[src/rtl/core_seq_ctrl_if.sv]
// Fetch (IFU) and load/store (LSU) handshake bundle used by the core_seq_ctrl sequencer.
// The master side issues requests; the slave side is the memory port.
interface core_seq_ctrl_if;
  logic ifu_req_valid;
  logic ifu_req_ready;
  logic ifu_rsp_valid;
  logic lsu_req_valid;
  logic lsu_req_ready;
  logic lsu_rsp_valid;
  logic lsu_is_store;

  modport master (
    output ifu_req_valid,
    input  ifu_req_ready,
    input  ifu_rsp_valid,
    output lsu_req_valid,
    input  lsu_req_ready,
    input  lsu_rsp_valid,
    output lsu_is_store
  );

  modport slave (
    input  ifu_req_valid,
    output ifu_req_ready,
    output ifu_rsp_valid,
    input  lsu_req_valid,
    output lsu_req_ready,
    output lsu_rsp_valid,
    input  lsu_is_store
  );
endinterface

[src/rtl/core_seq_ctrl.sv]
// Multi-cycle RV32I sequencer: fetch, decode, execute, memory, writeback with IFU/LSU handshakes.
// Optional perf counters (cycle_cnt, instret_cnt) are built only when SEQ_PERF_CNT_EN is defined.
module core_seq_ctrl #(
  parameter int MEM_TIMEOUT = 255,
  parameter int CNT_W       = 64
) (
  input  logic                 clk,
  input  logic                 rst,
  core_seq_ctrl_if.master      mem,
  input  logic [6:0]           opcode,
  input  logic                 is_ebreak,
  input  logic                 dec_reg_we,
  output logic                 ir_we,
  output logic                 pc_we,
  output logic                 rf_we,
  output logic                 halt,
  output logic                 err,
  output logic [CNT_W-1:0]     cycle_cnt,
  output logic [CNT_W-1:0]     instret_cnt
);

  typedef enum logic [2:0] {
    ST_FETCH_REQ  = 3'd0,
    ST_FETCH_WAIT = 3'd1,
    ST_DECODE     = 3'd2,
    ST_EXEC       = 3'd3,
    ST_MEM_REQ    = 3'd4,
    ST_MEM_WAIT   = 3'd5,
    ST_WB         = 3'd6,
    ST_HALT       = 3'd7
  } state_t;

  localparam logic [6:0] OP_LOAD    = 7'h03;
  localparam logic [6:0] OP_STORE   = 7'h23;
  localparam logic [6:0] OP_BRANCH  = 7'h63;
  localparam logic [7:0] TMO_LAST_C = 8'(MEM_TIMEOUT - 1);

  state_t     state_r, state_nxt_s;
  logic [7:0] tmo_cnt_r, tmo_cnt_nxt_s;
  logic       timeout_s;
  logic       halt_r, err_r;
  logic       ifu_req_valid_s, lsu_req_valid_s, lsu_is_store_s;
  logic       ir_we_s, pc_we_s, rf_we_s;

  // State, wait-timeout counter and sticky halt/error flags.
  always_ff @(posedge clk) begin
    if (rst) begin
      state_r   <= ST_FETCH_REQ;
      tmo_cnt_r <= 8'd0;
      halt_r    <= 1'b0;
      err_r     <= 1'b0;
    end else begin
      state_r   <= state_nxt_s;
      tmo_cnt_r <= tmo_cnt_nxt_s;
      if (state_nxt_s == ST_HALT) begin
        halt_r <= 1'b1;
      end
      if (timeout_s) begin
        err_r <= 1'b1;
      end
    end
  end

  // Next-state and state-decoded strobes; a response on the limit cycle beats the timeout.
  always_comb begin
    state_nxt_s     = state_r;
    tmo_cnt_nxt_s   = tmo_cnt_r;
    timeout_s       = 1'b0;
    ifu_req_valid_s = 1'b0;
    lsu_req_valid_s = 1'b0;
    lsu_is_store_s  = 1'b0;
    ir_we_s         = 1'b0;
    pc_we_s         = 1'b0;
    rf_we_s         = 1'b0;
    case (state_r)
      ST_FETCH_REQ: begin
        ifu_req_valid_s = 1'b1;
        if (mem.ifu_req_ready) begin
          state_nxt_s   = ST_FETCH_WAIT;
          tmo_cnt_nxt_s = 8'd0;
        end else begin
          state_nxt_s   = ST_FETCH_REQ;
        end
      end
      ST_FETCH_WAIT: begin
        if (mem.ifu_rsp_valid) begin
          ir_we_s     = 1'b1;
          state_nxt_s = ST_DECODE;
        end else if (tmo_cnt_r == TMO_LAST_C) begin
          state_nxt_s = ST_HALT;
          timeout_s   = 1'b1;
        end else begin
          tmo_cnt_nxt_s = tmo_cnt_r + 8'd1;
        end
      end
      ST_DECODE: begin
        if (is_ebreak) begin
          state_nxt_s = ST_HALT;
        end else begin
          state_nxt_s = ST_EXEC;
        end
      end
      ST_EXEC: begin
        if ((opcode == OP_LOAD) || (opcode == OP_STORE)) begin
          state_nxt_s = ST_MEM_REQ;
        end else begin
          state_nxt_s = ST_WB;
        end
      end
      ST_MEM_REQ: begin
        lsu_req_valid_s = 1'b1;
        lsu_is_store_s  = (opcode == OP_STORE);
        if (mem.lsu_req_ready) begin
          state_nxt_s   = ST_MEM_WAIT;
          tmo_cnt_nxt_s = 8'd0;
        end else begin
          state_nxt_s   = ST_MEM_REQ;
        end
      end
      ST_MEM_WAIT: begin
        lsu_is_store_s = (opcode == OP_STORE);
        if (mem.lsu_rsp_valid) begin
          state_nxt_s = ST_WB;
        end else if (tmo_cnt_r == TMO_LAST_C) begin
          state_nxt_s = ST_HALT;
          timeout_s   = 1'b1;
        end else begin
          tmo_cnt_nxt_s = tmo_cnt_r + 8'd1;
        end
      end
      ST_WB: begin
        pc_we_s     = 1'b1;
        rf_we_s     = dec_reg_we & (opcode != OP_STORE) & (opcode != OP_BRANCH);
        state_nxt_s = ST_FETCH_REQ;
      end
      ST_HALT: begin
        state_nxt_s = ST_HALT;
      end
      default: begin
        state_nxt_s = ST_HALT;
      end
    endcase
  end

  // Reset forces every output low immediately, including an in-flight request.
  assign mem.ifu_req_valid = ifu_req_valid_s & ~rst;
  assign mem.lsu_req_valid = lsu_req_valid_s & ~rst;
  assign mem.lsu_is_store  = lsu_is_store_s  & ~rst;
  assign ir_we             = ir_we_s & ~rst;
  assign pc_we             = pc_we_s & ~rst;
  assign rf_we             = rf_we_s & ~rst;
  assign halt              = halt_r  & ~rst;
  assign err               = err_r   & ~rst;

`ifdef SEQ_PERF_CNT_EN
  logic [CNT_W-1:0] cycle_cnt_r, instret_cnt_r;

  // Free-running cycle counter and retired-instruction counter, both wrapping.
  always_ff @(posedge clk) begin
    if (rst) begin
      cycle_cnt_r   <= '0;
      instret_cnt_r <= '0;
    end else begin
      cycle_cnt_r <= cycle_cnt_r + CNT_W'(1);
      if (state_r == ST_WB) begin
        instret_cnt_r <= instret_cnt_r + CNT_W'(1);
      end
    end
  end

  assign cycle_cnt   = rst ? '0 : cycle_cnt_r;
  assign instret_cnt = rst ? '0 : instret_cnt_r;
`else
  assign cycle_cnt   = '0;
  assign instret_cnt = '0;
`endif

endmodule

[src/flat_wrapper.sv]
// flat-port wrapper written by rule: the top's interface ports become plain ports
module core_seq_ctrl_flat 
#(
  parameter int MEM_TIMEOUT = 255,
  parameter int CNT_W       = 64
)
  (clk, rst, opcode, is_ebreak, dec_reg_we, ir_we, pc_we, rf_we, halt, err, cycle_cnt, instret_cnt, mem_ifu_req_valid, mem_ifu_req_ready, mem_ifu_rsp_valid, mem_lsu_req_valid, mem_lsu_req_ready, mem_lsu_rsp_valid, mem_lsu_is_store);
  core_seq_ctrl_if mem_i ();
  input  logic clk;
  input  logic rst;
  input  logic [6:0] opcode;
  input  logic is_ebreak;
  input  logic dec_reg_we;
  output logic ir_we;
  output logic pc_we;
  output logic rf_we;
  output logic halt;
  output logic err;
  output logic [CNT_W-1:0] cycle_cnt;
  output logic [CNT_W-1:0] instret_cnt;
  output wire logic [$bits(mem_i.ifu_req_valid)-1:0] mem_ifu_req_valid;
  input wire logic [$bits(mem_i.ifu_req_ready)-1:0] mem_ifu_req_ready;
  input wire logic [$bits(mem_i.ifu_rsp_valid)-1:0] mem_ifu_rsp_valid;
  output wire logic [$bits(mem_i.lsu_req_valid)-1:0] mem_lsu_req_valid;
  input wire logic [$bits(mem_i.lsu_req_ready)-1:0] mem_lsu_req_ready;
  input wire logic [$bits(mem_i.lsu_rsp_valid)-1:0] mem_lsu_rsp_valid;
  output wire logic [$bits(mem_i.lsu_is_store)-1:0] mem_lsu_is_store;
  assign mem_ifu_req_valid = mem_i.ifu_req_valid;
  assign mem_i.ifu_req_ready = mem_ifu_req_ready;
  assign mem_i.ifu_rsp_valid = mem_ifu_rsp_valid;
  assign mem_lsu_req_valid = mem_i.lsu_req_valid;
  assign mem_i.lsu_req_ready = mem_lsu_req_ready;
  assign mem_i.lsu_rsp_valid = mem_lsu_rsp_valid;
  assign mem_lsu_is_store = mem_i.lsu_is_store;
  core_seq_ctrl #(.MEM_TIMEOUT(MEM_TIMEOUT), .CNT_W(CNT_W)) u_core (.clk(clk), .rst(rst), .mem(mem_i), .opcode(opcode), .is_ebreak(is_ebreak), .dec_reg_we(dec_reg_we), .ir_we(ir_we), .pc_we(pc_we), .rf_we(rf_we), .halt(halt), .err(err), .cycle_cnt(cycle_cnt), .instret_cnt(instret_cnt));
endmodule
[config.mk]
export PLATFORM = sky130hd
export DESIGN_NAME = core_seq_ctrl_flat
export DESIGN_NICKNAME = d
export VERILOG_FILES = /design/src/rtl/core_seq_ctrl_if.sv /design/src/rtl/core_seq_ctrl.sv /design/src/flat_wrapper.sv
export SDC_FILE = /design/constraint.sdc
export NUM_CORES = 1
export LEC_CHECK = 0
export CORE_UTILIZATION = 33
export CTS_BUF_LIST = sky130_fd_sc_hd__clkbuf_16
export DETAILED_ROUTE_END_ITERATION = 10
export GPL_ROUTABILITY_DRIVEN = 0
export GPL_TIMING_DRIVEN = 0
export PLACE_DENSITY = 0.88
export SYNTH_ARGS = -nofsm -noshare
export SYNTH_HDL_FRONTEND = slang
export SYNTH_SLANG_ARGS = --single-unit
[constraint.sdc]
create_clock -name clk -period 1.9 [get_ports clk]
set_input_delay 0.57 -clock clk [delete_from_list [all_inputs] [get_ports clk]]
set_output_delay 0.57 -clock clk [all_outputs]
set_load 0.03 [all_outputs]
Yosys cells after proc, flatten, opt, wreduce, memory -nomap -nowiden
Cells that the tools add are included.

Register bits after elaboration: 13. Input port bits: 15. Output and inout port bits: 136. Logic and storage cells: 63.

Add/sub/neg operators: 1. Equal/unequal tests: 17. Mux-type cells: 25. Bitwise gates (word level): 11. Reduce and logical (&&, ||, !) cells: 5.

Operators by type and width (number): 2-to-1 mux 8 bit (5); one-hot mux 8 bit (4 select lines) (1); one-hot mux 3 bit (8 select lines) (1); equality test 3 bit, second input constant (5); 2-to-1 mux 1 bit (12); 2-to-1 mux 3 bit (4); AND 1 bit (10); adder 8 x 1 -> 8 bit, second input constant (1); equality test 8 bit, second input constant (1); inequality test 2 bit, second input constant (4); equality test 7 x 2 -> 1 bit, second input constant (1); equality test 7 x 6 -> 1 bit, second input constant (1); inequality test 7 x 6 -> 1 bit, second input constant (1); inequality test 7 bit, second input constant (1); equality test 3 x 2 -> 1 bit, second input constant (2); AND reduction 5 bit (1); nonzero test 4 bit (1); equality test 3 x 1 -> 1 bit, second input constant (1); zero test 3 bit (1); 2-to-1 mux 2 bit (1); one-hot mux 1 bit (2 select lines) (1); OR reduction 2 bit (1); logical OR 1 bit (1); NOT 1 bit (1).

Depth between registers and ports, before layout
Gate-level depths: netlist (run 1).

Depth after elaboration: 5. Mapped depth: 7. Depth with buffers taken out: 6.

Worst setup path after synthesis (run 1)
No wires, ideal clock.

Path kind: input -> output. Start point: input opcode[3]. End point: output mem_lsu_is_store. Data arrival time: 1.954 ns. Required time: 1.330 ns. Setup slack: -0.624 ns. Stages on the path: 3. Path through: nor4b_1 -> nand3_1 -> nor4_1.

Word-level cells in the longest chain between the ends: 3.

Ends and longest elaborated chain: from (decl) (RTL line flat_wrapper.sv:11) `input logic [6:0] opcode;`; equality test 7 x 6 -> 1 bit (RTL line core_seq_ctrl.sv:112, core_seq_ctrl.sv:121); 2-to-1 mux 1 bit; AND 1 bit (RTL line core_seq_ctrl.sv:148) `assign mem.lsu_is_store = lsu_is_store_s & ~rst;`; to (decl) (RTL line flat_wrapper.sv:27) `output wire logic [$bits(mem_i.lsu_is_store)-1:0] mem_lsu_is_store;`.

No other way between the ends.

Final worst setup path (run 1)
Start point: input opcode[4]. End point: output rf_we.

Word-level cells in the longest chain between the ends: 5.

Ends and longest elaborated chain: inequality test 7 x 6 -> 1 bit (RTL line core_seq_ctrl.sv:133) `rf_we_s = dec_reg_we & (opcode != OP_STORE) & (opcode != OP_BRANCH);`; AND 1 bit (RTL line core_seq_ctrl.sv:133); AND 1 bit * (RTL line core_seq_ctrl.sv:133); 2-to-1 mux 1 bit * (RTL line core_seq_ctrl.sv:75) `case (state_r)`; AND 1 bit * (RTL line core_seq_ctrl.sv:151) `assign rf_we = rf_we_s & ~rst;`; to (decl) (RTL line flat_wrapper.sv:16) `output logic rf_we;`.

Mark *: on every way between the ends. The rest lies on a longest branch, timed or not.

==> key figures, run 1 <==
Worst setup path
  – Crit path cell chain: buf_6 -> nor4b_4 -> nand3_2 -> buf_4 -> and3_4 -> buf_6
  – CP max stage delay: 0.31 ns
  – Startpoint types: primary input
  – Delay-heaviest family, CP: simple AND/OR/NAND/NOR gates
  – Cell repeated most along the worst path: buf_6
  – Worst EP arrival: around 1.5 ns
  – CP max-delay cell: nor4b_4
  – Crit path max fanout: 2
  – Critical Path Sink Type: output port
  – WP data required: 1.33 ns
  – WP buf/inv: 3
  – CP Class: primary input to output port

STA
  – Worst Hold Slack: between 0.4 and 0.5 ns
  – Final Max Slew Viols: 0
  – Max Clk Rate: 476 MHz
  – Count of final hold-check violations: 0
  – RSZ-0062 raised after global routing: yes
  – Clock skew: about 0.00091 ns
  – Final setup violation count: 2
  – Final Cycle Share: 111%
  – Worst setup margin: -0.203 ns
  – Tmin final: 2.10 ns

Drt
  – Initial DRT Pass Iterations: 4
  – Wirelength per Cell: 7.85 um
  – Total Wirelength: roughly 3600 um
  – Initial DRC count: 37
  – ANT nets after route: 0
  – Vias per cell: between 3 and 4
  – Via Count: 1582
  – DRC Markers: 0

Synth
  – Syn Area/Cell: 7.68 um^2
  – Biggest area consumer among synthesized cells: buf_4
  – Post-Synthesis Cells: between 200 and 250
  – Cell area after synthesis: roughly 0.0018 mm^2
  – Synth area leaders: buf_4, dfxtp_1, a2111o_1
  – Seq cells post-synth: 13
  – Share of the synthesized area in the top cell type: between 50% and 60%
  – Warnings, synthesis: 0
  – Post-synth EDFFs: 0
  – Post-synth ARST share: 0%
  – Top FF cell, synth: dfxtp_1
  – Yosys cell types: 39
  – Seq/Total Area, Yosys: between 10% and 20%

Placed design
  – Post-placement cell area: around 0.0027 mm^2
  – Port-buffer cells: 22
  – Setup WS pre-CTS: -1.13 ns
  – Hpwl dp: approximately 3000 um

Floorplan
  – Starting Density: between 30% and 40%
  – Die Y: approximately 76 um
  – CORE AREA: between 0.005 and 0.006 mm^2
  – Die area: between 0.005 and 0.006 mm^2
  – Ports: ~150
  – Row Count: 26
  – Die width: approximately 76 um

CTS
  – Root Driver: clkbuf_16
  – Maximum clock insertion buffer count: 2
  – Clk slew on worst S/H paths: 0.05 ns
  – Inserted Clock Buffers: 3
  – Skew-Pair Late Insertion Delay: approximately 0.24 ns
  – # hold bufs at CTS: 0
  – CTS tree: yes
  – H-tree depth: 1
  – TritonCTS Sinks: 13

Finish
  – Fillers: just over 500
  – Final net count: around 410
  – # diodes: 0
  – Share of layout cells above drive strength 1: ~44%
  – Synth-to-Final Area Change: 55.0%
  – Most frequent cells in the layout: buf_4, conb_1, dfxtp_1
  – Final Instance Area: 0.00279 mm^2
  – Final Util: a little over half
  – Commonest non-fill, non-tap cell in the layout: buf_4

Worst hold path
  – Worst Hold Class: register to register

GRT
  – Overflow after GRT: 0
  – Initial antenna violation count: 0
  – Vias in the first global route: between 1000 and 1500
  – Largest net degree at the start of global routing: 11
  – Global Route Usage Sum: a little under an eighth
  – First-pass GRT wire length: between 5000 and 6000 um

Outcome
  – Failing checks: negative setup slack
  – Run status: finished with violations

Power
  – Maximum vdd drop: 0.365 mV
  – P_leak: 0.00162 uW
  – Total Power: approximately 1500 uW
  – Pwr/cell area: between 500 and 600 mW/mm^2

Job
  – Max-cap violations: 0
## through the flow
stage	cells	setup TNS, ns
floorplan	361	-0.212
global placement	453	-9.48
detailed placement	453	-9.72
CTS	460	-0.436
global route	461	-0.517
finish	461	-0.405
## final cells by class
| class | instances | area, um^2 | share of cell area [%] |
|---|---|---|---|
| inverters | 9 | 37.5 | 1.35 |
| clock buffers | 3 | 75.1 | 2.69 |
| plain buffers | 133 | 1000 | 36.0 |
| multi-input cells | 206 | 1090 | 39.2 |
| repair buffers | 26 | 224 | 8.03 |
| clock inverters | 1 | 3.75 | 0.135 |
| well taps | 70 | 87.6 | 3.14 |
| flip-flops and latches | 13 | 263 | 9.43 |
## worst register-to-register path: stages (launching register included)
cell and delay (ns):
dfxtp_1 0.34, inv_1 0.11, ha_1 0.15, nand3_1 0.17, o211ai_4 0.31, buf_2 0.27
a211o_1 0.15, nand3_1 0.05
## flip-flops by register name (all words and copies together), names as in the netlist
name and cells:
u_core.state_r 3, u_core.tmo_cnt_r 8, u_core.err_r 1, u_core.halt_r 1
## repair_timing
| action | CTS | global route |
|---|---|---|
| pin swaps | 3 | 2 |
| resized for setup | 76 | 12 |
| buffers inserted | 3 | 1 |
| cloned | 0 | 0 |
| endpoints found under the setup margin | 9 | 14 |
## final timing paths
| path | cells past startpoint | end | start | slack, ns |
|---|---|---|---|---|
| worst max register to register | 7 | u_core.tmo_cnt_r[4] | u_core.tmo_cnt_r[0] | 0.23 |
| worst max-delay path | 6 | rf_we | opcode[4] | -0.20 |
| worst min register to register | 2 | u_core.err_r | u_core.err_r | 0.46 |
| worst min-delay path | 2 | u_core.err_r | u_core.err_r | 0.46 |
## power by group
part           switching (uW)  internal [uW]  total [uW]
sequential               17.6            289         307
clock                     122            278         400
combinational             530            290         820
## kinds of logic after synthesis
logic type      count (synthesis)  synth area share (%)
compound gates                 28                  12.5
fa+ha+maj                       2                  1.39
buf+inv                       142                  56.6
flops                          13                  14.5
mux                             2                  1.60
other cells                     1                 0.209
simple gates                   46                  13.2
## layer usage
| metal | wire, um | vias to the layer above | track usage [%] | share of wire, % |
|---|---|---|---|---|
| met5 | 0 | - | 0 | 0 |
| met4 | 51 | 0 | 5.14 | 1.4 |
| met3 | 363 | 5 | 2.12 | 10 |
| met2 | 1890 | 86 | 20.7 | 52 |
| met1 | 1310 | 647 | 12.7 | 36 |
| li1 | - | 844 | - | - |
## Yosys cell counts (2+ instances only)
cell       number
ha_1            2
nor2_1          9
nand2_1        10
a21oi_1         5
a2111o_1        5
nor3_1          4
inv_1           9
nand2b_1        2
nor4b_1         2
a31oi_1         2
buf_2           3
o21ai_0         2
or3_1           2
o2111ai_1       4
dfxtp_1        13
nand4_1         4
buf_4         128
nand3_1         7
No activity file was read; power rests on OpenSTA's default activity.
==> run 2, diff against run 1 <==
--- a/config.mk
+++ b/config.mk
@@ -11,6 +11,8 @@
 export GPL_ROUTABILITY_DRIVEN = 0
 export GPL_TIMING_DRIVEN = 0
 export PLACE_DENSITY = 0.88
+export RECOVER_POWER = 50
+export REMOVE_ABC_BUFFERS = 1
 export SYNTH_ARGS = -nofsm -noshare
 export SYNTH_HDL_FRONTEND = slang
 export SYNTH_SLANG_ARGS = --single-unit
==> run 2 against run 1 <==
The flow still finishes with violations (negative setup slack). Register-to-register slack worse by 0.03 ns. Sequential share of layout area is 5.4 points higher. Global-route usage is 1.9 points lower. Power is 15% lower. Combinational power is 29% lower. Maximum frequency is 3.4% lower. Core utilization is 19 points lower. Critical path depth stayed put. Final area is 36% lower. Worst setup slack worse by 0.074 ns. Clock skew is 0.0013 ns higher. Highest routed layer unchanged.
==> key figures, run 2 (same netlist as run 1, synthesis figures left out) <==
Floorplan
  – CORE AREA: 0.00517 mm^2 (unchanged)
  – Die width: 75.8 um (unchanged)
  – Die area: 0.00575 mm^2 (unchanged)
  – Die Y: 75.8 um (unchanged)
  – Row Count: 26 (unchanged)
  – Ports: 151 (unchanged)
  – Starting Density: 34.8% (unchanged)

Worst setup path
  – WP data required: 1.33 ns (about the same)
  – CP max stage delay: 0.33 ns (+0.02 ns)
  – Delay-heaviest family, CP: simple AND/OR/NAND/NOR gates
  – Critical Path Sink Type: output port
  – Crit path cell chain: buf_6 -> nor4b_4 -> nand3_2 -> buf_6 -> and3_4 -> buf_6
  – Crit path max fanout: 2 (unchanged)
  – WP buf/inv: 3 (unchanged)
  – Cell repeated most along the worst path: buf_6
  – CP max-delay cell: nor4b_4
  – Worst EP arrival: 1.61 ns (+0.08 ns)
  – CP Class: primary input to output port
  – Startpoint types: primary input

STA
  – Worst setup margin: -0.277 ns (-0.0744 ns)
  – Worst Hold Slack: 0.452 ns (-0.00433 ns)
  – Max Clk Rate: 459 MHz (-3.4%)
  – Clock skew: 0.00219 ns (+0.00128 ns)
  – Count of final hold-check violations: 0 (unchanged)
  – Final Cycle Share: 115% (+3.9 points)
  – Final setup violation count: 9 (+7)
  – RSZ-0062 raised after global routing: yes
  – Final Max Slew Viols: 0 (unchanged)
  – Tmin final: 2.18 ns (+0.0744 ns)

Finish
  – Share of layout cells above drive strength 1: 14.5% (-29 points)
  – # diodes: 0 (unchanged)
  – Final Instance Area: 0.00180 mm^2 (-36%)
  – Fillers: 538 (+5.7%)
  – Most frequent cells in the layout: conb_1, dfxtp_1, inv_1, nand2_1, nor2_1
  – Finished Layout Cells: 332 (-28%)
  – Final Util: 34.8% (-19 points)
  – Top reg by flops: u_core.tmo_cnt_r
  – Largest registers: u_core.tmo_cnt_r: 8 flops, u_core.state_r: 3 flops
  – Max reg flops: 8 (unchanged)
  – Commonest non-fill, non-tap cell in the layout: conb_1
  – Synth-to-Final Area Change: -0.000222%
  – Final net count: 280 (-32%)

Drt
  – DRC Markers: 0 (unchanged)
  – Wirelength per Cell: 9.45 um (+20%)
  – Initial DRT Pass Iterations: 4 (unchanged)
  – Via Count: 1296 (-18%)
  – Initial DRC count: 48 (+30%)
  – Total Wirelength: 3140 um (-13%)
  – Vias per cell: 3.90 (+14%)
  – ANT nets after route: 0 (unchanged)

Placed design
  – Port-buffer cells: 22 (unchanged)
  – Post-placement cell area: 0.00160 mm^2 (-40%)
  – Placed Cells: 320 (-29%)
  – Hpwl dp: 2070 um (-30%)

GRT
  – Global Route Usage Sum: 9.51% (-1.9 points)
  – Overflow after GRT: 0 (unchanged)
  – Largest net degree at the start of global routing: 17 (+6)
  – Initial antenna violation count: 0 (unchanged)
  – First-pass GRT wire length: 4130 um (-18%)
  – Vias in the first global route: 926 (-20%)

CTS
  – # hold bufs at CTS: 0 (unchanged)
  – Inserted Clock Buffers: 3 (unchanged)
  – Clk slew on worst S/H paths: 0.04 ns (about the same)
  – CTS tree: yes
  – Maximum clock insertion buffer count: 2 (unchanged)
  – H-tree depth: 1 (unchanged)
  – Skew-Pair Late Insertion Delay: 0.24 ns (about the same)
  – Root Driver: clkbuf_16
  – TritonCTS Sinks: 13 (unchanged)

Power
  – Pwr/cell area: 726 mW/mm^2 (+32%)
  – P_leak: 0.000922 uW (-43%)
  – Total Power: 1310 uW (-15%)
  – Maximum vdd drop: 0.394 mV (+7.7%)

Outcome
  – Run status: finished with violations
  – Failing checks: negative setup slack

Worst hold path
  – Worst Hold Class: register to register

Job
  – Max-cap violations: 0 (unchanged)
-- run 2: final timing paths --
check,startpoint,to,slack [ns],cells past startpoint
max,opcode[4],rf_we,-0.28,6
min,u_core.err_r,u_core.err_r,0.45,2
max reg2reg,u_core.state_r[2],u_core.tmo_cnt_r[6],0.20,5
min reg2reg,u_core.err_r,u_core.err_r,0.45,2
-- run 2: cell type report --
cell class                      instances  area, um^2  share of cell area, %
Clock buffer                            3        75.1                   4.18
Clock inverter                          1        3.75                  0.209
Inverter                                9        33.8                   1.88
Multi-Input combinational cell        207        1090                   60.7
Sequential cell                        13         267                   14.8
Tap cell                               70        87.6                   4.87
Timing Repair Buffer                   29         240                   13.4
-- run 2: routing by layer --
metal	up-vias	track usage, %	routed length [um]
met4	0	4.32	61
met2	104	18.3	1770
met5	-	0	0
met1	596	9.60	1030
li1	587	-	-
met3	9	2.25	279
-- run 2: power by group --
group	leakage [uW]	switching, uW	internal (uW)
clock network	0.0000423	119	278
registers	0.000107	33.8	291
logic	0.000773	480	105
total	0.000922	632	673
-- run 2: worst reg2reg max path, delay by kind of cell, from the launching register on --
kind,cells,cell delay (ns)
AO/OA/AOI/OAI,2,0.46
flip-flops,1,0.45
buffers and inverters,1,0.23
multiplexers,1,0.36
AND/OR/NAND/NOR,1,0.08
-- run 2: what timing repair did --
action                                  4_1_cts  5_1_grt
endpoints found under the setup margin       15       12
gates resized for setup                      77       17
buffers inserted                              2        5
pin swaps                                     4        4
endpoints found under the hold margin         0        0
gates cloned                                  0        1
-- run 2: metrics by stage --
step	TNS, ns	setup slack, ns
6_report	-0.749	-0.277
5_1_grt	-1.38	-0.320
4_1_cts	-0.629	-0.300
3_5_place_dp	-11.41	-1.45
3_3_place_gp	-10.82	-1.44
2_1_floorplan	-1.74	-0.624
==> run 3, diff against run 2 <==
--- a/config.mk
+++ b/config.mk
@@ -10,6 +10,7 @@
 export DETAILED_ROUTE_END_ITERATION = 10
 export GPL_ROUTABILITY_DRIVEN = 0
 export GPL_TIMING_DRIVEN = 0
+export MAX_ROUTING_LAYER = met4
 export PLACE_DENSITY = 0.88
 export RECOVER_POWER = 50
 export REMOVE_ABC_BUFFERS = 1
==> run 3 against run 2 <==
The flow still finishes with violations (negative setup slack). Combinational power about the same. Worst setup slack worse by 0.00072 ns. Global-route usage up 0.26 points. Critical path type unchanged. Critical endpoint unchanged. Largest cell class unchanged.
==> key figures, run 3 (same netlist as run 1, synthesis figures left out) <==
Job
  – Max-cap violations: 0 (unchanged)

Finish
  – Top reg by flops: u_core.tmo_cnt_r
  – Synth-to-Final Area Change: -0.000222% (unchanged)
  – Largest registers: u_core.tmo_cnt_r: 8 flops, u_core.state_r: 3 flops
  – Final Instance Area: 0.00180 mm^2 (unchanged)
  – Final net count: 280 (unchanged)
  – Max reg flops: 8 (unchanged)
  – Commonest non-fill, non-tap cell in the layout: conb_1
  – Most frequent cells in the layout: conb_1, dfxtp_1, inv_1, nand2_1, nor2_1
  – Final Util: 34.8% (unchanged)
  – Share of layout cells above drive strength 1: 14.5% (unchanged)
  – # diodes: 0 (unchanged)

STA
  – Tmin final: 2.18 ns (+0.000725 ns)
  – Final Cycle Share: 115% (about the same)
  – Count of final hold-check violations: 0 (unchanged)
  – Final Max Slew Viols: 0 (unchanged)
  – Final setup violation count: 9 (unchanged)
  – Worst setup margin: -0.278 ns (-0.000725 ns)
  – Max Clk Rate: 459 MHz (about the same)
  – RSZ-0062 raised after global routing: yes
  – Setup TNS Final: -0.792 ns (-0.0424 ns)
  – Clock skew: 0.00186 ns (-0.000335 ns)

Placed design
  – Port-buffer cells: 22 (unchanged)
  – Post-placement cell area: 0.00160 mm^2 (unchanged)
  – Hpwl dp: 2070 um (unchanged)
  – Setup WS pre-CTS: -1.45 ns (unchanged)

Drt
  – ANT nets after route: 0 (unchanged)
  – Total Wirelength: 3150 um (+0.35%)
  – Via Count: 1309 (+1.0%)
  – Initial DRC count: 50 (+4.2%)
  – Wirelength per Cell: 9.48 um (+0.35%)
  – Vias per cell: 3.94 (+1.0%)
  – Initial DRT Pass Iterations: 4 (unchanged)
  – DRC Markers: 0 (unchanged)

Worst setup path
  – Setup crit end: rf_we
  – Startpoint types: primary input
  – Reg-to-reg setup timing slack: 0.20 ns (about the same)
  – Cell repeated most along the worst path: buf_6
  – R2r worst-path depth: 5 (unchanged)
  – CP max-delay cell: nor4b_4
  – Crit path max fanout: 2 (unchanged)
  – R2R Path End: u_core.tmo_cnt_r[6]
  – Crit path cell chain: buf_6 -> nor4b_4 -> nand3_2 -> buf_6 -> and3_4 -> buf_6
  – Worst EP arrival: 1.61 ns (about the same)
  – Critical Path Sink Type: output port
  – CP Class: primary input to output port
  – WP data required: 1.33 ns (about the same)
  – CP max stage delay: 0.33 ns (about the same)
  – FF-to-FF Start: u_core.state_r[2]
  – Crit path from: opcode[4]

GRT
  – Initial antenna violation count: 0 (unchanged)
  – GR peak layer: met2
  – Global Route Usage Sum: 9.77% (+0.26 points)
  – Vias in the first global route: 928 (+0.22%)
  – Largest net degree at the start of global routing: 17 (unchanged)
  – Met2 Use GR: 18.3% (unchanged)
  – Met1 global-route usage: 9.67% (+0.079 points)
  – Overflow after GRT: 0 (unchanged)
  – First-pass GRT wire length: 4110 um (-0.34%)
  – Met3 Usage GRT: 1.98% (-0.26 points)

CTS
  – CTS tree: yes
  – Inserted Clock Buffers: 3 (unchanged)
  – Maximum clock insertion buffer count: 2 (unchanged)
  – TritonCTS Sinks: 13 (unchanged)
  – Skew-Pair Late Insertion Delay: 0.24 ns (about the same)
  – Clk slew on worst S/H paths: 0.04 ns (about the same)
  – Root Driver: clkbuf_16
  – # hold bufs at CTS: 0 (unchanged)
  – H-tree depth: 1 (unchanged)

Power
  – P_leak: 0.000922 uW (unchanged)
  – Maximum vdd drop: 0.395 mV (+0.29%)
  – Total Power: 1310 uW (about the same)
  – Pwr/cell area: 726 mW/mm^2 (about the same)

Worst hold path
  – Hold wc startpoint: u_core.err_r
  – Worst Hold Class: register to register
  – Hold depth: 2 (unchanged)

Floorplan
  – Die Y: 75.8 um (unchanged)
  – CORE AREA: 0.00517 mm^2 (unchanged)
  – Row Count: 26 (unchanged)
  – Die area: 0.00575 mm^2 (unchanged)
  – Starting Density: 34.8% (unchanged)
  – Ports: 151 (unchanged)
  – Die width: 75.8 um (unchanged)

Outcome
  – Run status: finished with violations
  – Failing checks: negative setup slack
[run 3: cell counts in the layout (fill, tap and decap cells not counted)]
Identical to the previous run, type by type.
[run 3: worst min path at each step]
stage                     slack (ns)           end
after global routing            0.51  u_core.err_r
final                           0.45  u_core.err_r
after detailed placement        0.45  u_core.err_r
after floorplan                 0.43  u_core.err_r
after CTS                       0.45  u_core.err_r
after global placement          0.45  u_core.err_r
[run 3: through the flow]
stage	hold slack, ns	cells
3_3_place_gp	0.445	320
3_5_place_dp	0.449	320
5_1_grt	0.510	332
4_1_cts	0.454	326
6_report	0.452	332
2_1_floorplan	0.426	228
[run 3: power by group]
group,switching (uW),leakage (uW),internal [uW]
Combinational,480,0.000773,105
Clock,119,0.0000423,278
Sequential,33.7,0.000107,291
[run 3: layout make-up]
cell class | count | area [um^2]
Sequential cell | 13 | 267
Multi-Input combinational cell | 207 | 1090
Fill cell | 538 | 3370
Inverter | 9 | 33.8
Tap cell | 70 | 87.6
Clock buffer | 3 | 75.1
Timing Repair Buffer | 29 | 240
Clock inverter | 1 | 3.75
[run 3: critical path: cells and delay by family]
| kind | cells | cell delay [ns] |
|---|---|---|
| AND/OR/NAND/NOR | 3 | 0.66 |
| buffers and inverters | 3 | 0.37 |
[run 3: repair_timing]
item,in CTS,in global routing
gates resized for setup,77,17
gates cloned,0,1
buffers inserted,2,5
endpoints found under the hold margin,0,0
setup endpoints to repair,15,12
pin swaps,4,4
[run 3: per-layer routing]
layer	share of wire [%]	vias to the layer above	wire, um
li1	-	587	-
met1	32	601	1010
met2	56	112	1760
met3	10	9	315
met4	1.9	0	61
met5	0	-	0
